<file path="src/rtl/axis_result_packer.sv">
// axis_result_packer: packs 1-bit BNN results LSB-first into DATA_WIDTH-bit AXIS words, TLAST on frame end.
// Define PACKER_HEADER_EN to prepend a {frame_cnt, frame_len} header word to every frame.
module axis_result_packer #(
    parameter int DATA_WIDTH = 32,
    parameter int LEN_WIDTH  = 16
) (
    input  logic                  M_AXIS_ACLK,
    input  logic                  M_AXIS_ARESETN,
    input  logic                  start,
    input  logic [LEN_WIDTH-1:0]  frame_len,
    input  logic                  bit_in,
    input  logic                  bit_valid,
    output logic                  busy,
    output logic                  done,
    output logic [DATA_WIDTH-1:0] TDATA_out,
    output logic                  TVALID_out,
    output logic                  TLAST_out
);
    localparam int PW = $clog2(DATA_WIDTH);

    typedef enum logic {IDLE, PACK} state_t;

    state_t                state, state_n;
    logic [DATA_WIDTH-1:0] acc, acc_n;
    logic [PW-1:0]         word_pos;
    logic [LEN_WIDTH-1:0]  bit_cnt, len_q;
    logic                  launch, accept, last_bit, emit;
`ifdef PACKER_HEADER_EN
    logic [15:0]           frame_cnt;
`endif

    always_ff @(posedge M_AXIS_ACLK or negedge M_AXIS_ARESETN) begin
        if (!M_AXIS_ARESETN) state <= IDLE;
        else                 state <= state_n;
    end

    always_comb begin
        acc_n    = acc;
        launch   = state == IDLE && start && frame_len != '0;
        accept   = state == PACK && bit_valid;
        last_bit = accept && bit_cnt == len_q - LEN_WIDTH'(1);
        emit     = last_bit || (accept && word_pos == PW'(DATA_WIDTH - 1));
        if (accept) acc_n[word_pos] = bit_in;
        state_n  = launch ? PACK : last_bit ? IDLE : state;
    end

    always_ff @(posedge M_AXIS_ACLK or negedge M_AXIS_ARESETN) begin
        if (!M_AXIS_ARESETN) begin
            TDATA_out  <= '0;
            TVALID_out <= 1'b0;
            TLAST_out  <= 1'b0;
            done       <= 1'b0;
            acc        <= '0;
            word_pos   <= '0;
            bit_cnt    <= '0;
            len_q      <= '0;
`ifdef PACKER_HEADER_EN
            frame_cnt  <= '0;
`endif
        end else begin
            TVALID_out <= emit;
            TLAST_out  <= last_bit;
            done       <= last_bit;
            acc        <= emit ? '0 : acc_n;
            if (emit) TDATA_out <= acc_n;
            if (launch) begin
                len_q    <= frame_len;
                bit_cnt  <= '0;
                word_pos <= '0;
            end else if (accept) begin
                bit_cnt  <= bit_cnt + LEN_WIDTH'(1);
                word_pos <= emit ? '0 : word_pos + PW'(1);
            end
`ifdef PACKER_HEADER_EN
            // Header lands the cycle after start; data bits cannot complete a word that early.
            if (launch) begin
                TDATA_out  <= DATA_WIDTH'({frame_cnt, frame_len});
                TVALID_out <= 1'b1;
            end
            if (last_bit) frame_cnt <= frame_cnt + 16'd1;
`endif
        end
    end

    assign busy = state == PACK;

endmodule

</file>
<file path="config.mk">
export PLATFORM = sky130hd
export DESIGN_NAME = axis_result_packer
export DESIGN_NICKNAME = d
export VERILOG_FILES = /design/src/rtl/axis_result_packer.sv
export SDC_FILE = /design/constraint.sdc
export NUM_CORES = 1
export LEC_CHECK = 0
export CAP_MARGIN = 20
export CELL_PAD_IN_SITES_DETAIL_PLACEMENT = 0
export CELL_PAD_IN_SITES_GLOBAL_PLACEMENT = 1
export CORE_MARGIN = 5
export CORE_UTILIZATION = 45
export CTS_CLUSTER_DIAMETER = 100
export DETAILED_ROUTE_END_ITERATION = 16
export HOLD_SLACK_MARGIN = 0.05
export PLACE_DENSITY = 0.8
export SKIP_CTS_REPAIR_TIMING = 1
export SLEW_MARGIN = 20
export SYNTH_ARGS = -nofsm -noshare
export SYNTH_HDL_FRONTEND = slang
export SYNTH_SLANG_ARGS = --single-unit
</file>
<file path="constraint.sdc">
create_clock -name M_AXIS_ACLK -period 3.97 [get_ports M_AXIS_ACLK]
set_input_delay 0.794 -clock M_AXIS_ACLK [delete_from_list [all_inputs] [get_ports M_AXIS_ACLK]]
set_output_delay 0.794 -clock M_AXIS_ACLK [all_outputs]
set_load 0.02 [all_outputs]
</file>
==> flow_metrics.py <==
metrics = {
    "outcome": {
        "status": "completed",
    },
    "grt": {
        "antenna_found_initial": 0,
        "first_global_vias": 3870,
        "gr-usage-all-layers": 0.1651,
        "grt_pass1_wl_um": 18980,
        "grt_max_degree": 72,
        "overflow": 0,
    },
    "timing": {
        "min_period_ns": 3.340,
        "hold_viol_final": 0,
        "grt_setup_unrepaired": "false",
        "tns_ns": 0,
        "clock_skew_ns": 0.009390,
        "finalMaxSlewViolations": 0,
        "max-slew-margin-rel": 0.3188,
        "fmax_mhz": 299.4,
        "tightest_slew_ns": 1.022,
        "hold_ws_ns": 0.5172,
        "final-setup-viol-count": 0,
        "min_period_over_period": 0.8413,
    },
    "logic_synthesis": {
        "synth_ff_type": "dfrtp_1",
        "synth-edff-count": 0,
        "synthArstFlopShare": 1.000,
        "ys_seq_area_frac": 0.5000,
        "yosysWarningCount": 0,
        "syn_area_per_cell_um2": 10.49,
        "syn-instance-count": 496,
        "syn-num-nets": 524,
        "netlist_area_um2": 5205,
        "ys_types": 53,
        "ys_ff_latch": 104,
    },
    "route": {
        "drtIter0Drc": 122,
        "routed_wl_um": 10950,
        "drc_errors": 0,
        "vias": 3676,
        "drtPass1Iterations": 4,
        "viasPerCell": 5.289,
        "ant_nets": 0,
        "wire_per_inst_um": 15.75,
    },
    "worst_setup_path": {
        "r2r_start": "len_q[0]",
        "cp.depth": 10,
        "end_kind": "flip-flop",
        "critical_path.max_fanout": 31,
        "critPathBufInv": 2,
        "crit_type": "reg -> reg",
        "critPathCapture": "TDATA_out[24]",
        "crit_start": "len_q[0]",
        "r2r_cells": 10,
        "cpMaxStageDelayCell": "or4b_4",
        "cpPeakStageDelay_ns": 0.50,
        "r2r_slack_ns": 0.63,
        "r2r_end": "TDATA_out[24]",
        "start_kind": "flip-flop",
        "cp_top_family": "simple AND/OR/NAND/NOR gates",
        "required_ns": 4.25,
        "cp.arrival_ns": 3.62,
        "crit_chain": "inv_1 -> ha_1 -> or4b_4 -> nor4b_2 -> mux2_2 -> o211ai_1 -> o2111a_1 -> a21o_4 -> buf_12 -> mux2i_1",
    },
    "floorplan": {
        "start_util": 0.4578,
        "num_rows": 39,
        "die_w_um": 117.6,
        "io_pins": 57,
        "fp.dieArea_um2": 13820,
        "die_h_um": 117.6,
        "core_um2": 11370,
    },
    "pwr": {
        "vdd_ir_drop_max_mv": 0.3292,
        "power_mw": 3.089,
        "power.density_nw_per_um2": 499.7,
        "p_leak_nw": 2.945,
    },
    "layout": {
        "design_area_um2": 6182,
        "area_growth_pct": 18.77,
        "diodes": 0,
        "final_common_cell": "dfrtp_1",
        "finalNetCount": 575,
        "layout_common_cells": "dfrtp_1, nor2_1, mux2i_1",
        "drive_above_1_share": 0.09239,
    },
    "clock_tree": {
        "numCtsBuffers": 9,
        "cts_max_path_buffers": 2,
        "cts_tree": "done",
        "cts_num_sinks": 104,
        "clk_pin_slew_worst_paths_ns": 0.07,
        "htreeDepth": 3,
        "root_buffer": "clkbuf_16",
        "worstSkewPairLatency_ns": 0.35,
    },
    "placement": {
        "post-dp-hpwl_um": 7964,
        "port_buffers": 56,
        "placed_area_um2": 5849,
        "place.gp.congestion": 0.8021,
    },
    "worst_hold_path": {
        "hp-class": "reg -> reg",
        "whs_path_depth": 2,
    },
    "flow_run": {
        "maxCapViolCount": 0,
    },
}
## synth_stat cells, types with 2 or more instances
master,count,area (um2)
nor4_1,7,43.79
o31ai_1,3,22.52
buf_12,2,40.04
xor2_1,18,157.7
nand4_1,6,37.54
or3_1,6,37.54
and3_1,11,68.82
nor3b_1,4,30.03
or4_1,3,22.52
dfrtp_1,104,2603
nor3_1,6,30.03
inv_1,38,142.6
nand3_1,9,45.04
a22o_1,3,26.28
and2_1,2,12.51
nand2b_1,2,12.51
or2_2,2,12.51
o21bai_1,2,15.01
a21oi_1,7,35.03
or4_4,2,22.52
clkbuf_1,13,48.80
nand3b_1,5,37.54
o21ai_0,11,55.05
ha_1,7,87.58
a211oi_1,2,15.01
mux2_2,16,180.2
mux2i_1,64,640.6
nor2_1,69,259.0
nand2_1,36,135.1
xnor2_1,9,78.83
buf_4,5,37.54
## cell type report
cell class	instances	area (um2)
Tap cell	143	178.9
Multi-Input combinational cell	331	2302
Inverter	38	142.6
Clock inverter	7	112.6
Sequential cell	104	2603
Timing Repair Buffer	63	618.1
Fill cell	1029	5187
Clock buffer	9	225.2
## per-layer routing
layer	global-route usage	wire length, um
met5	0	0
met3	0.05238	477
met4	0.04516	166
met1	0.2095	4974
met2	0.2723	5330
## worst register-to-register path, stage by stage (launching register included)
cell and delay [ns]:
dfrtp_1 0.44, inv_1 0.09, ha_1 0.21, or4b_4 0.50, nor4b_2 0.36, mux2_2 0.37
o211ai_1 0.20, o2111a_1 0.32, a21o_4 0.30, buf_12 0.25, mux2i_1 0.23
## metrics by stage
| stage | std cells | util | setup slack (ns) |
|---|---|---|---|
| after detailed placement | 679 | 0.5145 | 0.5933 |
| after global routing | 695 | 0.5437 | 0.3482 |
| after global placement | 679 | 0.5145 | 0.6939 |
| after CTS | 695 | 0.5442 | 0.6011 |
| after floorplan | 496 | - | 1.100 |
| final | 695 | 0.5437 | 0.6300 |
## sequential cells by signal, indices dropped and copies added (netlist names)
signal and cells:
TDATA_out 32, TLAST_out 1, TVALID_out 1, acc 32
bit_cnt 16, busy 1, len_q 16, word_pos 5
## where the power goes
group / internal, mW / switching, mW
clock network: 0.567 / 0.418
registers: 1.27 / 0.143
logic: 0.315 / 0.375
total: 2.15 / 0.936
## cells by family after synthesis
kind of cell / count (synthesis) / synth area share
DFF: 104 / 0.5000
AOI/OAI and AO/OA: 41 / 0.05529
adders and majority gates: 7 / 0.01683
xor gates and xnor gates: 27 / 0.04543
and+or+nand+nor: 176 / 0.1671
muxes: 80 / 0.1577
buffers and inverters: 61 / 0.05769
## how the worst min path moves through the flow
stage	startpoint	endpoint	slack (ns)
3_3_place_gp	acc[23]	acc[23]	0.50
3_5_place_dp	TDATA_out[22]	TDATA_out[22]	0.51
6_report	TDATA_out[13]	TDATA_out[13]	0.52
5_1_grt	TDATA_out[18]	TDATA_out[18]	0.54
2_1_floorplan	acc[12]	acc[12]	0.48
4_1_cts	TDATA_out[27]	TDATA_out[27]	0.52
Note: power is estimated with default switching activity, not from simulation.
